--- src/rtl/wb_i2c_byte_master_if.sv ---
// Wishbone classic register port of the I2C byte master.
interface wb_i2c_byte_master_if;
  logic [2:0] adr;
  logic [7:0] din;
  logic [7:0] dout;
  logic       cyc;
  logic       stb;
  logic       we;
  logic       sel;
  logic       ack;
  logic       err;
  logic       rty;

  modport slave  (input  adr, din, cyc, stb, we, sel, output dout, ack, err, rty);
  modport master (output adr, din, cyc, stb, we, sel, input  dout, ack, err, rty);
endinterface

--- src/rtl/wb_i2c_byte_master.sv ---
// Wishbone-programmed I2C byte master: START, byte write/read, ACK/NACK, STOP,
// one command per CR write, with prescaled 4-phase bit timing and SCL stretching.
module wb_i2c_byte_master #(
  parameter logic [15:0] PRE_RST = 16'hFFFF
) (
  input  logic                       clk,
  input  logic                       rst,
  wb_i2c_byte_master_if.slave        wb,
  input  logic                       scl_i,
  output logic                       scl_oen,
  input  logic                       sda_i,
  output logic                       sda_oen
);
  typedef enum logic [2:0] {S_IDLE, S_START, S_WRITE, S_READ, S_ACK, S_STOP} state_e;

  localparam int STA = 4, STO = 3, RD = 2, WR = 1, ACKB = 0;

  state_e      state_q, state_d;
  logic [1:0]  phase_q, phase_d;
  logic [2:0]  bit_q, bit_d;
  logic [15:0] cnt_q, cnt_d, prer_q;
  logic [7:0]  ctr_q, txr_q, rxr_q, rxr_d, shift_q, shift_d, dout_q, rdata;
  logic [4:0]  cr_q, cr_d;
  logic        rxack_q, rxack_d, busy_q, busy_d, tip_q, tip_d, ack_q;
  logic        scl_q, scl_d, sda_q, sda_d;
  logic        en, acc, wr_acc, cr_acc, stretch, done;
  logic        unused_sel;

  assign en         = ctr_q[7];
  assign acc        = wb.cyc & wb.stb & ~ack_q;
  assign wr_acc     = acc & wb.we;
  assign cr_acc     = wr_acc && (wb.adr == 3'd4) && en && !tip_q;
  assign stretch    = scl_q & ~scl_i;
  assign unused_sel = wb.sel;

  assign wb.ack  = ack_q;
  assign wb.dout = dout_q;
  assign wb.err  = 1'b0;
  assign wb.rty  = 1'b0;
  assign scl_oen = scl_q;
  assign sda_oen = sda_q;

  always_comb begin
    rdata = 8'h00;
    case (wb.adr)
      3'd0:    rdata = prer_q[7:0];
      3'd1:    rdata = prer_q[15:8];
      3'd2:    rdata = ctr_q;
      3'd3:    rdata = rxr_q;
      3'd4:    rdata = {rxack_q, busy_q, 4'b0000, tip_q, 1'b0};
      default: rdata = 8'h00;
    endcase
  end

  always_ff @(posedge clk or posedge rst) begin
    if (rst) begin
      prer_q <= PRE_RST;
      ctr_q  <= 8'h00;
      txr_q  <= 8'h00;
      ack_q  <= 1'b0;
      dout_q <= 8'h00;
    end else begin
      ack_q <= acc;
      if (acc && !wb.we) dout_q <= rdata;
      if (wr_acc) begin
        case (wb.adr)
          3'd0:    if (!en) prer_q[7:0]  <= wb.din;
          3'd1:    if (!en) prer_q[15:8] <= wb.din;
          3'd2:    ctr_q <= wb.din;
          3'd3:    txr_q <= wb.din;
          default: ;
        endcase
      end
    end
  end

  always_comb begin
    state_d = state_q;
    phase_d = phase_q;
    bit_d   = bit_q;
    cnt_d   = cnt_q;
    rxr_d   = rxr_q;
    shift_d = shift_q;
    cr_d    = cr_q;
    rxack_d = rxack_q;
    busy_d  = busy_q;
    tip_d   = tip_q;
    done    = 1'b0;

    if (!en) begin
      state_d = S_IDLE;
      tip_d   = 1'b0;
      busy_d  = 1'b0;
      cr_d    = 5'b0;
    end else begin
      if (cr_acc) begin
        cr_d  = wb.din[7:3];
        tip_d = 1'b1;
      end
      case (state_q)
        S_IDLE: if (tip_q) begin
          cnt_d   = prer_q;
          phase_d = 2'd0;
          bit_d   = 3'd0;
          if (cr_q[STA]) begin
            state_d = S_START;
            busy_d  = 1'b1;
          end
          else if (cr_q[WR])  state_d = S_WRITE;
          else if (cr_q[RD])  state_d = S_READ;
          else if (cr_q[STO]) state_d = S_STOP;
          else                done    = 1'b1;
        end
        default: if (!stretch) begin
          if (cnt_q != 16'd0) cnt_d = cnt_q - 16'd1;
          else begin
            cnt_d   = prer_q;
            phase_d = phase_q + 2'd1;
            // end of phase B is the SDA sample point
            if (phase_q == 2'd1) begin
              if (state_q == S_READ) shift_d = {shift_q[6:0], sda_i};
              if (state_q == S_ACK && cr_q[WR]) rxack_d = sda_i;
            end
            if (phase_q == 2'd3) begin
              case (state_q)
                S_START:
                  if (cr_q[WR])       state_d = S_WRITE;
                  else if (cr_q[RD])  state_d = S_READ;
                  else if (cr_q[STO]) state_d = S_STOP;
                  else                done    = 1'b1;
                S_WRITE, S_READ:
                  if (bit_q == 3'd7) state_d = S_ACK;
                  else               bit_d   = bit_q + 3'd1;
                S_ACK:
                  if (cr_q[STO]) state_d = S_STOP;
                  else           done    = 1'b1;
                S_STOP: begin
                  busy_d = 1'b0;
                  done   = 1'b1;
                end
                default: done = 1'b1;
              endcase
            end
          end
        end
      endcase
      if (done) begin
        state_d = S_IDLE;
        tip_d   = 1'b0;
        cr_d    = 5'b0;
        rxr_d   = shift_q;
      end
    end

    // pads follow the next state so they are registered and reset asynchronously
    scl_d = 1'b1;
    sda_d = 1'b1;
    case (state_d)
      S_IDLE:  if (busy_d) begin
        scl_d = 1'b0;
        sda_d = sda_q;
      end
      S_START: begin
        scl_d = (phase_d != 2'd3);
        sda_d = (phase_d < 2'd2);
      end
      S_STOP: begin
        scl_d = (phase_d != 2'd0);
        sda_d = (phase_d >= 2'd2);
      end
      S_WRITE: begin
        scl_d = (phase_d == 2'd1) || (phase_d == 2'd2);
        sda_d = txr_q[~bit_d];
      end
      S_READ:  scl_d = (phase_d == 2'd1) || (phase_d == 2'd2);
      S_ACK: begin
        scl_d = (phase_d == 2'd1) || (phase_d == 2'd2);
        sda_d = cr_q[WR] ? 1'b1 : cr_q[ACKB];
      end
      default: ;
    endcase
  end

  always_ff @(posedge clk or posedge rst) begin
    if (rst) begin
      state_q <= S_IDLE;
      phase_q <= 2'd0;
      bit_q   <= 3'd0;
      cnt_q   <= 16'd0;
      rxr_q   <= 8'h00;
      shift_q <= 8'h00;
      cr_q    <= 5'b0;
      rxack_q <= 1'b0;
      busy_q  <= 1'b0;
      tip_q   <= 1'b0;
      scl_q   <= 1'b1;
      sda_q   <= 1'b1;
    end else begin
      state_q <= state_d;
      phase_q <= phase_d;
      bit_q   <= bit_d;
      cnt_q   <= cnt_d;
      rxr_q   <= rxr_d;
      shift_q <= shift_d;
      cr_q    <= cr_d;
      rxack_q <= rxack_d;
      busy_q  <= busy_d;
      tip_q   <= tip_d;
      scl_q   <= scl_d;
      sda_q   <= sda_d;
    end
  end
endmodule

--- src/flat_wrapper.sv ---
// flat-port wrapper written by rule: the top's interface ports become plain ports
module wb_i2c_byte_master_flat 
#(
  parameter logic [15:0] PRE_RST = 16'hFFFF
)
  (clk, rst, scl_i, scl_oen, sda_i, sda_oen, wb_adr, wb_din, wb_cyc, wb_stb, wb_we, wb_sel, wb_dout, wb_ack, wb_err, wb_rty);
  wb_i2c_byte_master_if wb_i ();
  input  logic clk;
  input  logic rst;
  input  logic scl_i;
  output logic scl_oen;
  input  logic sda_i;
  output logic sda_oen;
  input wire logic [$bits(wb_i.adr)-1:0] wb_adr;
  input wire logic [$bits(wb_i.din)-1:0] wb_din;
  input wire logic [$bits(wb_i.cyc)-1:0] wb_cyc;
  input wire logic [$bits(wb_i.stb)-1:0] wb_stb;
  input wire logic [$bits(wb_i.we)-1:0] wb_we;
  input wire logic [$bits(wb_i.sel)-1:0] wb_sel;
  output wire logic [$bits(wb_i.dout)-1:0] wb_dout;
  output wire logic [$bits(wb_i.ack)-1:0] wb_ack;
  output wire logic [$bits(wb_i.err)-1:0] wb_err;
  output wire logic [$bits(wb_i.rty)-1:0] wb_rty;
  assign wb_i.adr = wb_adr;
  assign wb_i.din = wb_din;
  assign wb_i.cyc = wb_cyc;
  assign wb_i.stb = wb_stb;
  assign wb_i.we = wb_we;
  assign wb_i.sel = wb_sel;
  assign wb_dout = wb_i.dout;
  assign wb_ack = wb_i.ack;
  assign wb_err = wb_i.err;
  assign wb_rty = wb_i.rty;
  wb_i2c_byte_master #(.PRE_RST(PRE_RST)) u_core (.clk(clk), .rst(rst), .wb(wb_i), .scl_i(scl_i), .scl_oen(scl_oen), .sda_i(sda_i), .sda_oen(sda_oen));
endmodule
--- config.mk ---
export PLATFORM = sky130hd
export DESIGN_NAME = wb_i2c_byte_master_flat
export DESIGN_NICKNAME = d
export VERILOG_FILES = /design/src/rtl/wb_i2c_byte_master_if.sv /design/src/rtl/wb_i2c_byte_master.sv /design/src/flat_wrapper.sv
export SDC_FILE = /design/constraint.sdc
export NUM_CORES = 1
export LEC_CHECK = 0
export ABC_AREA = 0
export BUFFER_PORTS_ARGS = -buffer_cell sky130_fd_sc_hd__clkbuf_2
export CORE_MARGIN = 5
export CORE_UTILIZATION = 35
export DETAILED_ROUTE_END_ITERATION = 8
export GPL_TIMING_DRIVEN = 0
export HOLD_SLACK_MARGIN = 0.05
export SYNTH_ARGS = -nofsm -noshare
export SYNTH_HDL_FRONTEND = slang
export SYNTH_SLANG_ARGS = --single-unit
--- constraint.sdc ---
create_clock -name clk -period 4.1 [get_ports clk]
set_clock_uncertainty 0.1 [all_clocks]
set_input_delay 0 -clock clk [delete_from_list [all_inputs] [get_ports clk]]
set_output_delay 0 -clock clk [all_outputs]
set_load 0.02 [all_outputs]
==> flow_metrics.py <==
metrics = {
    "timing": {
        "setup_ws_ns": 0.8264,
        "drv_slew": 0,
        "worst_hold_slack_ns": 0.1944,
        "rsz0062_at_grt": "no",
        "slew_headroom": 0.2863,
        "hold_viol": 0,
        "fin_crit_sh": 0.7984,
        "tightest_slew_ns": 1.068,
        "final-setup-viol-count": 0,
        "max_freq_mhz": 305.5,
        "tns_ns": 0,
        "fin_crit_ns": 3.274,
    },
    "critical_path": {
        "worst_setup_path_start_kind": "flop",
        "critical_path_class": "reg -> reg",
        "crit_path_max_fanout": 10,
        "crit_arrival_ns": 3.46,
        "r2r_setup_slack_ns": 0.83,
        "required_ns": 4.29,
        "reg2regPathDepth": 11,
        "r2r-start": "u_core.cnt_q[0]",
        "reg2reg_to": "u_core.scl_oen",
        "critPathCaptureType": "flop",
    },
    "global_route": {
        "grt_util_met1": 0.2236,
        "antenna_found_initial": 0,
        "grt_pass1_vias": 3857,
        "grtUsageTotal": 0.1592,
        "grt_util_met2": 0.2468,
        "grt_pass1_wl_mm": 20.70,
        "grt_max_degree": 75,
        "grt_overflow_total": 0,
        "top_usage_layer": "met2",
        "use_met3": 0.03417,
    },
    "job": {
        "max_cap_viol_count": 0,
    },
    "worst_hold_path": {
        "hold-path-cell-count": 4,
        "hold_path_class": "in -> reg",
        "whs_endpoint": "u_core.tip_q",
        "worstHoldStart": "wb_adr[2]",
    },
    "logic_synthesis": {
        "synthSimpleGateAreaFrac": 0.1569,
        "synth-main-ff-cell": "dfrtp_1",
        "synth-seq-cells": 91,
        "synth_top_family_by_area": "multiplexers",
        "synth-xor-area-share": 0.001801,
        "synth_enable_flop_cells": 0,
        "avgSynthCellArea_sq_um": 10.78,
        "synth_compound_area_frac": 0.1505,
        "ys.warnings.count": 0,
        "ys_seq_area_frac": 0.4729,
        "muxShareOfSynthArea": 0.1621,
        "synth_cells": 451,
        "synthAdderAreaFrac": 0.01801,
        "yosysUniqueCellTypes": 63,
        "synthArstFlopShare": 1.000,
        "netlist_area_sq_mm": 0.004863,
    },
    "finish": {
        "insertedDiodeCount": 0,
        "design_area_sq_mm": 0.005710,
        "layout.cells.non_filler": 689,
        "drive_gt1_frac": 0.2888,
        "final_util": 0.4146,
        "area_delta_synth_final_pct": 17.42,
        "multi_input_area_sq_mm": 0.002387,
        "layout.nets": 530,
        "seq_area_sq_mm": 0.002300,
        "fillCellCount": 1330,
    },
    "floorplanning": {
        "rows": 43,
        "dieArea_sq_mm": 0.01635,
        "initial_utilization": 0.3531,
        "die_x_um": 127.9,
        "ioPinCount": 32,
        "die_h_um": 127.9,
        "core_sq_mm": 0.01377,
    },
    "placed_design": {
        "place_congestion": 0.9103,
        "dp_slack_ns": 0.8529,
        "place_inst": 659,
        "io_buffers": 26,
        "placed_cell_area_sq_mm": 0.005253,
        "post-dp-hpwl_mm": 9.064,
    },
    "power_and_ir_drop": {
        "power_mw": 2.190,
        "p_leak_nw": 2.472,
        "ir_worst_vdd_v": 0.0002805,
        "power_density_mw_per_mm2": 383.5,
    },
    "drt": {
        "wirelength_mm": 12.50,
        "wl_per_cell_um": 18.13,
        "first_pass_iters": 5,
        "vias": 3922,
        "ant_nets": 0,
        "drtIter0Drc": 308,
        "viasPerCell": 5.692,
        "drc": 0,
    },
    "clock_tree": {
        "cts_buffers": 9,
        "cts_buffer_depth": 2,
        "post_cts_buffers": 0,
        "clkSinkCount": 91,
        "cts_max_level": 3,
        "cts_root_buf": "clkbuf_16",
        "clk_latency_ns": 0.34,
        "cts.clk_slew.worst_paths_ns": 0.07,
        "cts_tree": "built",
    },
    "run_status": {
        "status": "completed",
    },
}
[registers in the layout, summed over array words and instances, names as in the netlist, 3 cells and up]
signal and flops:
u_core.ctr_q 8, u_core.wb.dout 8, u_core.cnt_q 16, u_core.rxr_q 8, u_core.shift_q 8, u_core.state_q 3, u_core.prer_q 16, u_core.txr_q 8
u_core.bit_q 3, u_core.cr_q 5
[synthesized netlist by cell type, types with 5 or more instances]
cell type	number	area share
dfrtp_1	73	0.38
mux2_2	52	0.12
nor2_1	34	0.026
nand2_1	25	0.019
nor3_1	21	0.022
o21ai_0	21	0.022
a21oi_1	19	0.020
dfstp_2	18	0.097
inv_1	18	0.014
clkbuf_1	17	0.013
mux2i_1	9	0.019
a22oi_1	7	0.011
a31oi_1	7	0.0090
ha_1	7	0.018
nand3_1	7	0.0072
nor2b_1	7	0.0090
o22ai_1	7	0.0090
or3_1	7	0.0090
buf_2	6	0.0062
a22o_1	5	0.0090
mux4_2	5	0.023
nor4b_2	5	0.015
[worst max path at each step]
| stage | from | endpoint | slack (ns) | cells past startpoint |
|---|---|---|---|---|
| global placement | rst | u_core.cnt_q[11] | 0.59 | 2 |
| floorplan | u_core.cnt_q[0] | u_core.scl_oen | 1.63 | 11 |
| detailed placement | u_core.cnt_q[0] | u_core.scl_oen | 0.85 | 11 |
| CTS | u_core.cnt_q[0] | u_core.scl_oen | 0.82 | 11 |
| finish | u_core.cnt_q[0] | u_core.scl_oen | 0.83 | 11 |
| global route | u_core.cnt_q[0] | u_core.scl_oen | 0.56 | 11 |
[power breakdown]
| group | leakage, nW | internal (mW) | switching (mW) |
|---|---|---|---|
| registers | 1.14 | 0.993 | 0.0616 |
| logic | 1.18 | 0.126 | 0.129 |
| clock network | 0.156 | 0.490 | 0.391 |
| total | 2.47 | 1.61 | 0.581 |
[layer usage]
metal / up-vias / part of all wire
li1: 1773 / -
met5: - / 0
met4: 0 / 0.021
met3: 26 / 0.062
met2: 147 / 0.47
met1: 1976 / 0.45
[repair_timing]
item | 4_1_cts | 5_1_grt
gates resized for setup | 0 | 0
endpoints found under the hold margin | 116 | 0
hold buffers | 14 | 0
[final cells by class]
type                            count  area share
Clock inverter                      7     0.01621
Multi-Input combinational cell    317      0.4181
Tap cell                          180     0.03944
Sequential cell                    91      0.4027
Buffer                             26     0.01972
Inverter                           18     0.01227
Timing Repair Buffer               41     0.05215
Clock buffer                        9     0.03944
[kinds of logic after synthesis]
group / Yosys count
buffers and inverters: 44
AO/OA/AOI/OAI: 107
adder cells (fa/ha/maj): 7
flip-flops: 91
multiplexers: 66
AND/OR/NAND/NOR: 134
XOR/XNOR: 1
other: 1
[worst max-delay path, cell delays in order (launching register included)]
cell      delay, ns
dfrtp_1        0.40
inv_1          0.10
ha_1           0.16
nor4b_2        0.27
nand4_2        0.25
buf_2          0.28
nand2_1        0.21
clkbuf_1       0.48
a31oi_1        0.30
ha_1           0.35
o21bai_1       0.09
o221a_2        0.20
[cell usage in the layout (no fill, tap or decap), drive strengths merged, types with 8 or more instances in the layout]
| cell | count |
|---|---|
| nor3 | 21 |
| clkbuf | 52 |
| inv | 22 |
| dfrtp | 73 |
| mux2i | 9 |
| o21ai | 26 |
| dlygate4sd3 | 14 |
| nor4b | 8 |
| nand2 | 25 |
| mux2 | 52 |
| buf | 10 |
| nor2 | 34 |
| dfstp | 18 |
| or3 | 8 |
| a21oi | 19 |
(Power assumes the default switching activity.)
